--- src/rtl/ascii_time_tx_if.sv ---
// Request/digit inputs and FIFO write-port outputs of the ASCII time transmitter.
// The slave modport is the transmitter side; master is the environment driving it.
interface ascii_time_tx_if;
    logic       iTime_En;
    logic       iAuto_En;
    logic       iFull;
    logic [3:0] iDigit_Hour_10;
    logic [3:0] iDigit_Hour_1;
    logic [3:0] iDigit_Min_10;
    logic [3:0] iDigit_Min_1;
    logic [3:0] iDigit_Sec_10;
    logic [3:0] iDigit_Sec_1;
    logic       oPush;
    logic [7:0] oAscii;
    logic       oBusy;

    modport master (
        output iTime_En, iAuto_En, iFull,
        output iDigit_Hour_10, iDigit_Hour_1, iDigit_Min_10,
        output iDigit_Min_1, iDigit_Sec_10, iDigit_Sec_1,
        input  oPush, oAscii, oBusy
    );

    modport slave (
        input  iTime_En, iAuto_En, iFull,
        input  iDigit_Hour_10, iDigit_Hour_1, iDigit_Min_10,
        input  iDigit_Min_1, iDigit_Sec_10, iDigit_Sec_1,
        output oPush, oAscii, oBusy
    );
endinterface

--- src/rtl/ascii_time_tx.sv ---
// Formats a snapshot of HH:MM:SS into an ASCII frame (CR LF or LF terminated)
// and writes it byte-by-byte into a TX FIFO, stalling on the FIFO full flag.
module ascii_time_tx #(
    parameter logic [7:0] P_SEP   = 8'h3A,
    parameter bit         P_CR_EN = 1'b1
) (
    input  logic            iClk,
    input  logic            iRst,
    ascii_time_tx_if.slave  bus
);

    localparam logic [3:0] LAST_IDX = P_CR_EN ? 4'd9 : 4'd8;

    typedef enum logic {IDLE, SEND} state_t;

    state_t      state_q, state_d;
    logic [3:0]  idx_q, idx_d;
    logic [23:0] snap_q, snap_d;
    logic [3:0]  prev_sec_q, prev_sec_d;
    logic        armed_q, armed_d;
    logic        trig;
    logic        push;
    logic [7:0]  ascii;
    logic        busy;

    function automatic logic [7:0] bcd_to_ascii(input logic [3:0] d);
        return (d <= 4'd9) ? (8'h30 + {4'h0, d}) : 8'h3F;
    endfunction

    function automatic logic [7:0] frame_byte(input logic [3:0] idx, input logic [23:0] snap);
        logic [7:0] b;
        case (idx)
            4'd0:    b = bcd_to_ascii(snap[23:20]);
            4'd1:    b = bcd_to_ascii(snap[19:16]);
            4'd2:    b = P_SEP;
            4'd3:    b = bcd_to_ascii(snap[15:12]);
            4'd4:    b = bcd_to_ascii(snap[11:8]);
            4'd5:    b = P_SEP;
            4'd6:    b = bcd_to_ascii(snap[7:4]);
            4'd7:    b = bcd_to_ascii(snap[3:0]);
            4'd8:    b = P_CR_EN ? 8'h0D : 8'h0A;
            4'd9:    b = P_CR_EN ? 8'h0A : 8'h00;
            default: b = 8'h00;
        endcase
        return b;
    endfunction

    // Auto trigger needs one armed cycle so reset release or auto enable never fires on a stale seconds value.
    always_comb begin
        trig = bus.iTime_En |
               (bus.iAuto_En & armed_q & (bus.iDigit_Sec_1 != prev_sec_q));
    end

    always_comb begin
        state_d    = state_q;
        idx_d      = idx_q;
        snap_d     = snap_q;
        prev_sec_d = bus.iDigit_Sec_1;
        armed_d    = bus.iAuto_En;
        push       = 1'b0;
        ascii      = 8'h00;
        busy       = 1'b0;
        case (state_q)
            IDLE: begin
                if (trig) begin
                    state_d = SEND;
                    idx_d   = 4'd0;
                    snap_d  = {bus.iDigit_Hour_10, bus.iDigit_Hour_1,
                               bus.iDigit_Min_10,  bus.iDigit_Min_1,
                               bus.iDigit_Sec_10,  bus.iDigit_Sec_1};
                end
            end
            SEND: begin
                busy  = 1'b1;
                ascii = frame_byte(idx_q, snap_q);
                push  = ~bus.iFull;
                if (push) begin
                    if (idx_q == LAST_IDX) begin
                        state_d = IDLE;
                        idx_d   = 4'd0;
                    end else begin
                        idx_d = idx_q + 4'd1;
                    end
                end
            end
            default: state_d = IDLE;
        endcase
    end

    always_ff @(posedge iClk) begin
        if (iRst) begin
            state_q    <= IDLE;
            idx_q      <= 4'd0;
            snap_q     <= 24'd0;
            prev_sec_q <= 4'd0;
            armed_q    <= 1'b0;
        end else begin
            state_q    <= state_d;
            idx_q      <= idx_d;
            snap_q     <= snap_d;
            prev_sec_q <= prev_sec_d;
            armed_q    <= armed_d;
        end
    end

    assign bus.oPush  = push;
    assign bus.oAscii = ascii;
    assign bus.oBusy  = busy;

endmodule

--- src/flat_wrapper.sv ---
// flat-port wrapper written by rule: the top's interface ports become plain ports
module ascii_time_tx_flat 
#(
    parameter logic [7:0] P_SEP   = 8'h3A,
    parameter bit         P_CR_EN = 1'b1
)
  (iClk, iRst, bus_iTime_En, bus_iAuto_En, bus_iFull, bus_iDigit_Hour_10, bus_iDigit_Hour_1, bus_iDigit_Min_10, bus_iDigit_Min_1, bus_iDigit_Sec_10, bus_iDigit_Sec_1, bus_oPush, bus_oAscii, bus_oBusy);
  ascii_time_tx_if bus_i ();
  input  logic iClk;
  input  logic iRst;
  input wire logic [$bits(bus_i.iTime_En)-1:0] bus_iTime_En;
  input wire logic [$bits(bus_i.iAuto_En)-1:0] bus_iAuto_En;
  input wire logic [$bits(bus_i.iFull)-1:0] bus_iFull;
  input wire logic [$bits(bus_i.iDigit_Hour_10)-1:0] bus_iDigit_Hour_10;
  input wire logic [$bits(bus_i.iDigit_Hour_1)-1:0] bus_iDigit_Hour_1;
  input wire logic [$bits(bus_i.iDigit_Min_10)-1:0] bus_iDigit_Min_10;
  input wire logic [$bits(bus_i.iDigit_Min_1)-1:0] bus_iDigit_Min_1;
  input wire logic [$bits(bus_i.iDigit_Sec_10)-1:0] bus_iDigit_Sec_10;
  input wire logic [$bits(bus_i.iDigit_Sec_1)-1:0] bus_iDigit_Sec_1;
  output wire logic [$bits(bus_i.oPush)-1:0] bus_oPush;
  output wire logic [$bits(bus_i.oAscii)-1:0] bus_oAscii;
  output wire logic [$bits(bus_i.oBusy)-1:0] bus_oBusy;
  assign bus_i.iTime_En = bus_iTime_En;
  assign bus_i.iAuto_En = bus_iAuto_En;
  assign bus_i.iFull = bus_iFull;
  assign bus_i.iDigit_Hour_10 = bus_iDigit_Hour_10;
  assign bus_i.iDigit_Hour_1 = bus_iDigit_Hour_1;
  assign bus_i.iDigit_Min_10 = bus_iDigit_Min_10;
  assign bus_i.iDigit_Min_1 = bus_iDigit_Min_1;
  assign bus_i.iDigit_Sec_10 = bus_iDigit_Sec_10;
  assign bus_i.iDigit_Sec_1 = bus_iDigit_Sec_1;
  assign bus_oPush = bus_i.oPush;
  assign bus_oAscii = bus_i.oAscii;
  assign bus_oBusy = bus_i.oBusy;
  ascii_time_tx #(.P_SEP(P_SEP), .P_CR_EN(P_CR_EN)) u_core (.iClk(iClk), .iRst(iRst), .bus(bus_i));
endmodule
--- config.mk ---
export PLATFORM = sky130hd
export DESIGN_NAME = ascii_time_tx_flat
export DESIGN_NICKNAME = d
export VERILOG_FILES = /design/src/rtl/ascii_time_tx_if.sv /design/src/rtl/ascii_time_tx.sv /design/src/flat_wrapper.sv
export SDC_FILE = /design/constraint.sdc
export NUM_CORES = 1
export LEC_CHECK = 0
export ABC_AREA = 1
export CORE_MARGIN = 1.5
export CORE_UTILIZATION = 28
export CTS_CLUSTER_SIZE = 40
export DETAILED_ROUTE_END_ITERATION = 10
export HOLD_SLACK_MARGIN = 0.1
export SYNTH_ARGS = -nofsm -noshare
export SYNTH_HDL_FRONTEND = slang
export SYNTH_SLANG_ARGS = --single-unit
--- constraint.sdc ---
create_clock -name iClk -period 1.7 [get_ports iClk]
set_input_delay 0.34 -clock iClk [delete_from_list [all_inputs] [get_ports iClk]]
set_output_delay 0.34 -clock iClk [all_outputs]
set_load 0.03 [all_outputs]
# Word-level counts from Yosys, hierarchy flattened

Cells that the tools add are included.

Register bits after elaboration: 34
Input port bits: 29
Output and inout bits: 10
Word-level logic and storage cells: 57

Add/sub/neg operators: 7
$lt $le $gt $ge: 6
Eq/ne operators: 12
Mux-type cells: 18
Bitwise logic cells: 5
Reduce and logical (&&, ||, !) cells: 4

Operator list:

| kind                                                                    | number |
|---|---|
| 8-bit one-hot mux with 9 select lines                                   | 1 |
| 8-bit 2-to-1 mux                                                        | 7 |
| 6-bit by 4-bit adder with 7-bit output, first input constant            | 6 |
| 4-bit <= comparator, second input constant                              | 6 |
| 4-bit by 3-bit == test with 1-bit output, second input constant         | 4 |
| 4-bit 2-to-1 mux                                                        | 3 |
| 4-bit by 2-bit == test with 1-bit output, second input constant         | 2 |
| 4-bit == test, second input constant                                    | 2 |
| 4-bit one-hot mux with 2 select lines                                   | 1 |
| 1-bit 2-to-1 mux                                                        | 5 |
| 4-bit by 1-bit adder with 4-bit output, second input constant           | 1 |
| 4-bit by 1-bit == test with 1-bit output, second input constant         | 1 |
| 4-bit logical NOT                                                       | 1 |
| 4-bit inequality test                                                   | 1 |
| 2-bit AND reduction                                                     | 2 |
| 1-bit AND                                                               | 2 |
| 2-bit by 1-bit inequality test with 1-bit output, second input constant | 1 |
| 2-bit inequality test, second input constant                            | 1 |
| 1-bit NOT                                                               | 2 |
| 1-bit one-hot mux with 2 select lines                                   | 1 |
| 2-bit OR reduction                                                      | 1 |
| 1-bit OR                                                                | 1 |

# Logic depth before layout (Yosys ltp)

Gate-level depths: netlist of the first run.

Word-level depth: 5
Depth in mapped cells: 13
Gate-level depth less buffers: 11

# Worst setup path after synthesis of the first run

OpenSTA, ideal clock, no wires.

Path kind: reg-to-reg
From: register u_core.state_q
To: register u_core.idx_q[2]
Library setup time: 70 ps
Arrival time: 1760 ps
Data required time: 1630 ps
Path slack: -130 ps
Stages on the path, launching flop included: 7
Path buffers: 0
Period minus slack after synthesis: 1830 ps
Path through: dfxtp_1 inv_1 nor2_1 inv_1 a21oi_1 nand3_1 a21oi_1

Cells in the longest elaborated chain, start to end: 3
Elaborated cells on any way between the ends: 5
Those cells by class: eq/ne: 2; mux: 1; bitwise: 1; reduce/logical: 1

RTL lines:

| element                                                           | RTL line            | source |
|---|---|---|
| from (decl)                                                       | ascii_time_tx.sv:16 | `state_t state_q, state_d;` |
| from (signal assigned)                                            | ascii_time_tx.sv:98 | `state_q <= state_d;` |
| 1-bit NOT                                                         | ascii_time_tx.sv:63 | `case (state_q)` |
| 2-bit by 1-bit inequality test with 1-bit output (no source line) | -                   |  |
| 2-bit AND reduction (no source line)                              | -                   |  |
| to (signal assigned)                                              | ascii_time_tx.sv:99 | `idx_q <= idx_d;` |
| to (decl)                                                         | ascii_time_tx.sv:17 | `logic [3:0] idx_q, idx_d;` |

Parallel ways exist; a longest one is shown, timed or not.
A chain may end at the register's enable or synchronous reset.

# Worst setup path in the final report of the first run

From: register u_core.idx_q[1]
To: output port bus_oAscii[3]

Cells in the longest elaborated chain, start to end: 4
Elaborated cells on any way between the ends: 13
Those cells by class: eq/ne: 9; mux: 2; reduce/logical: 2

RTL lines:

| element                                                                                                     | RTL line            | source |
|---|---|---|
| 4-bit by 2-bit == test with 1-bit output / 4-bit by 3-bit == test with 1-bit output (equally long branches) | ascii_time_tx.sv:32 | `case (idx)` |
| 2-bit OR reduction (no source line)                                                                         | -                   |  |
| 8-bit one-hot mux with 9 select lines *                                                                     | ascii_time_tx.sv:32 |  |
| 8-bit 2-to-1 mux *                                                                                          | ascii_time_tx.sv:63 |  |
| to (decl)                                                                                                   | flat_wrapper.sv:21  | `output wire logic [$bits(bus_i.oAscii)-1:0] bus_oAscii;` |

Mark *: on every way between the ends. The rest lies on a longest branch, timed or not.

==> reports/metrics.cfg, run 1 <==
[clocking]
cts_tree = built
numCtsBuffers = 5
clk_pin_slew_ps = 70
clk_path_buf_depth = 2
clk_latency_ps = 280
cts-htree-levels = 2
cts-root-buf = clkbuf_8
postCtsHoldBufs = 0
clkSinkCount = 34

[timing]
period_minus_slack_ps = 1934
fin_setup_tns_ps = -851.7
relSlewSlack = 0.5653
finalMaxSlewViolations = 0
worstMarginPinSlew_ps = 651.4
setup_viol = 4
hold_viol = 0
period_share = 1.138
whs_ps = 339.1
fin_ws_ps = -234.4
rsz0062_at_grt = yes
clock_skew_ps = 6.361
fmax_ghz = 0.5170

[critical_path]
reg2regPathDepth = 12
cp-end-kind = output pin
worstSetupStartpointType = register
worst-setup-path-type = register to output pin
crit_arrival_ps = 1590
cp.required_ps = 1360
crit_fanout = 5

[yosys]
synth_top_area_share = 0.4018
synth_cell_types = 24
synth_mux_area_frac = 0
yosys.area_share.simple = 0.2880
synth_compound_area_frac = 0.1920
synthCells = 264
synth_area_per_cell_sq_um = 6.417
synth_xor_area_frac = 0
ys_seq_elements = 34
synthTopCellsByArea = dfxtp_1, nor2_1, o21ai_0, nand2_1, inv_1
yosys_warnings = 0
yosysTopAreaCell = dfxtp_1
synth_fa_ha_area_frac = 0
synth_top_family_by_area = simple AND/OR/NAND/NOR gates
syn_area_sq_mm = 0.001694
seq_area_frac_synth = 0.4018

[power]
leakagePower_nw = 1.126
power.density_mw_per_mm2 = 886.3
ir_drop_uv = 404.8
p_total_mw = 2.231

[detailed_routing]
drtPass1Iterations = 4
num_vias = 1736
routed_wl_microns = 4210
wire_per_inst_microns = 10.74
viasPerCell = 4.429
drc = 0
drt-initial-drc-count = 89
antenna_left = 0

[place]
port_buffers = 36
gp_congestion = 0.8572
placed_cells = 381
dpl.hpwl_microns = 3007

[flow_run]
max-cap-violations = 0

[layout]
nets = 345
layout_commonest_cell = nor2_1
drive_above_1_share = 0.2334
instances_no_fill = 392
antenna_cells = 0
areaGrowthSynthToFinish_pct = 48.60
final_cell_mix = nor2_1, nand2_1, o21ai_0, dfxtp_1, clkdlybuf4s50_1

[die]
die_area_sq_mm = 0.006526
start_util = 0.2878
rows = 28
die_w_microns = 80.79
die_h_microns = 80.79
core_sq_mm = 0.005886
io_pins = 39

[status]
status = finished with violations
violations = negative setup slack

[grt]
grt_pass1_wl_microns = 7334
grt_overflow_total = 0
antenna_found_initial = 0
grt_max_degree = 30
track_usage = 0.1430
grt_pass1_vias = 1699

[min_path]
hp-class = primary input to register
min_path_cells = 3

power breakdown:
part,internal [mW],switching (mW),total (mW)
sequential,0.860,0.0508,0.910
combinational,0.194,0.224,0.417
clock,0.625,0.278,0.903
total,1.68,0.552,2.23
metrics by stage:
stage	area, sq um	worst slack (ps)	utilization
after global routing	2517	-321.0	0.4277
after detailed placement	2225	-165.0	0.3780
after CTS	2445	-255.4	0.4154
after floorplan	1718	-38.33	-
final	2517	-234.4	0.4277
after global placement	2225	-143.7	0.3780
state kept, by name, indices dropped and copies added, names as in the netlist:
register	count
u_core.armed_q	1
u_core.prev_sec_q	4
u_core.snap_q	24
u_core.state_q	1
u_core.idx_q	4
cell usage after synthesis:
master,number
inv_1,29
conb_1,1
a41oi_1,1
a21oi_1,11
nor2_1,80
o21ai_0,43
or2_2,1
dfxtp_1,34
buf_2,1
buf_6,1
nand2_2,1
nand2_1,36
nand3_1,6
nor3_1,2
buf_8,1
a31oi_1,1
o211a_1,1
buf_1,1
o21a_1,2
buf_4,5
o211ai_1,1
inv_2,2
a22oi_1,1
clkbuf_1,2
worst paths after layout:
kind                             start              endpoint  slack [ps]
setup / recovery       u_core.idx_q[1]         bus_oAscii[3]        -230
setup reg to reg  u_core.prev_sec_q[0]     u_core.snap_q[16]         350
hold / removal     bus_iDigit_Sec_1[2]  u_core.prev_sec_q[2]         340
hold reg to reg      u_core.snap_q[11]     u_core.snap_q[11]         490
kinds of logic after synthesis:
kind of cell,after synthesis
AO/OA/AOI/OAI,61
AND/OR/NAND/NOR,126
buffers and inverters,42
other,1
flip-flops,34
layout make-up:
| class | instances | area [sq um] |
|---|---|---|
| sequential | 34 | 693.2 |
| timing repair buffer | 55 | 538.0 |
| fill | 632 | 3368 |
| inverter | 31 | 116.4 |
| clock inverter | 2 | 60.06 |
| multi-input combinational | 189 | 933.4 |
| tap | 75 | 93.84 |
| clock buffer | 6 | 82.58 |
worst max-delay path, stage by stage, from the launching register on:
cell and delay [ps]:
dfxtp_4 380, nor2_4 120, buf_4 110, nand2_1 80
o21ai_1 150, nor2_1 70, a31oi_1 210, buf_4 190
timing repair:
| action | 4_1_cts | 5_1_grt |
|---|---|---|
| setup buffers | 3 | 0 |
| gates cloned | 0 | 0 |
| gates resized for setup | 29 | 35 |
| endpoints found under the hold margin | 0 | 0 |
| pin swaps | 6 | 18 |
| endpoints found under the setup margin | 6 | 32 |
per-layer routing:
metal | up-vias | wire length [microns] | GRT usage
met5 | - | 0 | 0
met4 | 0 | 35 | 0.03276
met3 | 4 | 212 | 0.03596
met2 | 33 | 1921 | 0.2412
met1 | 766 | 2041 | 0.1837
li1 | 933 | - | -
(Power assumes the default switching activity.)
==> run 2, diff against run 1 <==
--- a/config.mk
+++ b/config.mk
@@ -5,7 +5,6 @@
 export SDC_FILE = /design/constraint.sdc
 export NUM_CORES = 1
 export LEC_CHECK = 0
-export ABC_AREA = 1
 export CORE_MARGIN = 1.5
 export CORE_UTILIZATION = 28
 export CTS_CLUSTER_SIZE = 40
@@ -14,3 +13,4 @@
 export SYNTH_ARGS = -nofsm -noshare
 export SYNTH_HDL_FRONTEND = slang
 export SYNTH_SLANG_ARGS = --single-unit
+export TNS_END_PERCENT = 30
==> constraint.sdc (replaced) <==
create_clock -name iClk -period 2.2 [get_ports iClk]
set_input_delay 0.44 -clock iClk [delete_from_list [all_inputs] [get_ports iClk]]
set_output_delay 0.44 -clock iClk [all_outputs]
set_load 0.03 [all_outputs]
==> reports/metrics.cfg, run 2 <==
[power]
p_int_mw = 1.129
switching_share = 0.2694
power.density_mw_per_mm2 = 618.0
pwr-share-clk = 0.354
switching_power_uw = 416.3
p_total_mw = 1.545
leakagePower_nw = 0.9635
seqPwrFrac = 0.447
p_comb_frac = 0.198
ir_drop_uv = 189.0

[die]
die_h_microns = 85.36
rows = 29
io_pins = 39
die_w_microns = 85.36
die_area_sq_mm = 0.007286
start_util = 0.2941
core_sq_mm = 0.006459

[yosys]
seq_area_frac_synth = 0.3584
synth_top_family_by_area = simple AND/OR/NAND/NOR gates
yosys_warnings = 0
synthTopCellsByArea = dfxtp_1, mux2i_1, nand2_1, nor2b_1, mux2_4
synth_top_area_share = 0.3584
synthTopCellsByCount = nand2_1, dfxtp_1, mux2i_1
synth_fa_ha_area_frac = 0
yosys.area_share.simple = 0.2128
synthCells = 226
synth_enable_flop_cells = 0
synth_compound_area_frac = 0.2003
synth_xor_area_frac = 0.02306
synthArstFlopShare = 0
synth_area_per_cell_sq_um = 8.404
synth_mux_area_frac = 0.1370
syn_area_sq_mm = 0.001899
synth.most_common_cell = nand2_1
synth_flop_cell = dfxtp_1
ys_seq_elements = 34
synth_cell_types = 51
yosysTopAreaCell = dfxtp_1

[timing]
clock_skew_ps = 2.347
period_minus_slack_ps = 2124
period_share = 0.9655
fmax_ghz = 0.4708
whs_ps = 456.3
setup_viol = 0
hold_viol = 0
rsz0062_at_grt = yes
finalMaxSlewViolations = 0

[place]
dpl.hpwl_microns = 3403
port_buffers = 36
gp_congestion = 0.9091
placed_area_sq_mm = 0.002356

[layout]
final_area_sq_mm = 0.002500
fillers = 652
largest_reg_flops = 24
antenna_cells = 0
nets = 294
top_register = u_core.snap_q
layout_commonest_cell = nand2_1
final_cell_mix = nand2_1, clkdlybuf4s50_1, dfxtp_1, mux2i_1, buf_4
reg.largest.list = u_core.snap_q x24, u_core.idx_q x4, u_core.prev_sec_q x4
drive_above_1_share = 0.1617
areaGrowthSynthToFinish_pct = 31.62

[grt]
grt_pass1_wl_microns = 7748
busiest_layer = met2
grt_overflow_total = 0
grtUsageMet1 = 0.1905
antenna_found_initial = 0
grt_use_met3 = 0.03210
grt_pass1_vias = 1550
gr-usage-met2 = 0.1984
track_usage = 0.1340
grt_max_degree = 25

[critical_path]
crit_arrival_ps = 1680
reg2regPathDepth = 5
crit_fanout = 11
cp-end-kind = output pin
timing.rr.start = u_core.prev_sec_q[0]
reg2reg_slack_ps = 740
worstSetupStartpointType = register
worst-setup-path-type = register to output pin
cp.required_ps = 1760
r2r-end = u_core.snap_q[14]

[clocking]
cts-htree-levels = 2
clk_latency_ps = 290
cts_tree = built
clk_pin_slew_ps = 70
numCtsBuffers = 5
cts_setup_buffers = 0
cts-root-buf = clkbuf_8
clkSinkCount = 34
postCtsHoldBufs = 0
clk_path_buf_depth = 2

[flow_run]
max-cap-violations = 0

[detailed_routing]
routed_wl_microns = 4794
drtPass1Iterations = 7
antenna_left = 0
viasPerCell = 4.921
drc = 2
drt-initial-drc-count = 145
wire_per_inst_microns = 13.98
num_vias = 1688

[min_path]
holdPathEnd = u_core.snap_q[12]
hold_start = u_core.snap_q[12]
min_path_cells = 2
hp-class = register to register

[status]
violations = design-rule violations
status = finished with violations

[run 2: how the worst max path moves through the flow]
stage,startpoint,to,slack (ps),cells past startpoint
CTS,u_core.idx_q[0],bus_oAscii[1],10,6
detailed placement,bus_iDigit_Sec_1[0],u_core.snap_q[14],130,6
floorplan,u_core.state_q,bus_oAscii[2],90,3
finish,u_core.idx_q[2],bus_oAscii[0],80,5
global placement,bus_iDigit_Sec_1[0],u_core.snap_q[0],190,5
global route,u_core.idx_q[0],bus_oAscii[0],-2,6
[run 2: kinds of logic after synthesis]
group	Yosys count
AND/OR/NAND/NOR	85
multiplexers	24
XOR/XNOR	5
buffers and inverters	25
flip-flops	34
AO/OA/AOI/OAI	52
other	1
[run 2: through the flow]
step | setup TNS (ps) | instances | utilization | worst slack, ps
after global routing | -1.905 | 343 | 0.3871 | -1.905
after detailed placement | 0 | 335 | 0.3648 | 132.4
final | 0 | 343 | 0.3871 | 75.92
after floorplan | 0 | 227 | - | 88.53
after CTS | 0 | 343 | 0.3836 | 14.66
after global placement | 0 | 335 | 0.3648 | 193.3
[run 2: layout make-up]
cell class                 count  area, sq um  share of cell area
clock buffer                   8        110.1             0.04404
sequential                    34        690.7              0.2763
inverter                       8        30.03             0.01201
tap                           77        96.34             0.03854
multi-input combinational    168         1119              0.4474
timing repair buffer          48        454.2              0.1817
[run 2: layer usage]
metal,vias up,part of all wire
li1,868,-
met2,52,0.43
met3,5,0.053
met4,0,0.013
met5,-,0
met1,763,0.50
[run 2: critical path: stages, from the launching register on]
cell and delay [ps]:
dfxtp_4 390, or2_2 330, a221oi_2 200, a31oi_1 70, a31oi_1 210, buf_4 190
[run 2: power groups by stage]
stage / Clock, mW / Sequential (mW) / Combinational [mW]
2_1_floorplan: 0 / 0.697 / 0.192
3_3_place_gp: 0 / 0.704 / 0.299
3_5_place_dp: 0 / 0.705 / 0.301
4_1_cts: 0.565 / 0.692 / 0.305
5_1_grt: 0.585 / 0.697 / 0.332
6_report: 0.547 / 0.691 / 0.307
[run 2: what timing repair did]
| item | in CTS | in global routing |
|---|---|---|
| resized for setup | 5 | 7 |
| pin swaps | 0 | 1 |
| setup endpoints to repair | 4 | 4 |
==> run 3, diff against run 2 <==
--- a/config.mk
+++ b/config.mk
@@ -5,6 +5,7 @@
 export SDC_FILE = /design/constraint.sdc
 export NUM_CORES = 1
 export LEC_CHECK = 0
+export CAP_MARGIN = 20
 export CORE_MARGIN = 1.5
 export CORE_UTILIZATION = 28
 export CTS_CLUSTER_SIZE = 40
==> results of run 3 <==
Same layout as run 2: the final DEF is identical, and so are final timing and power.
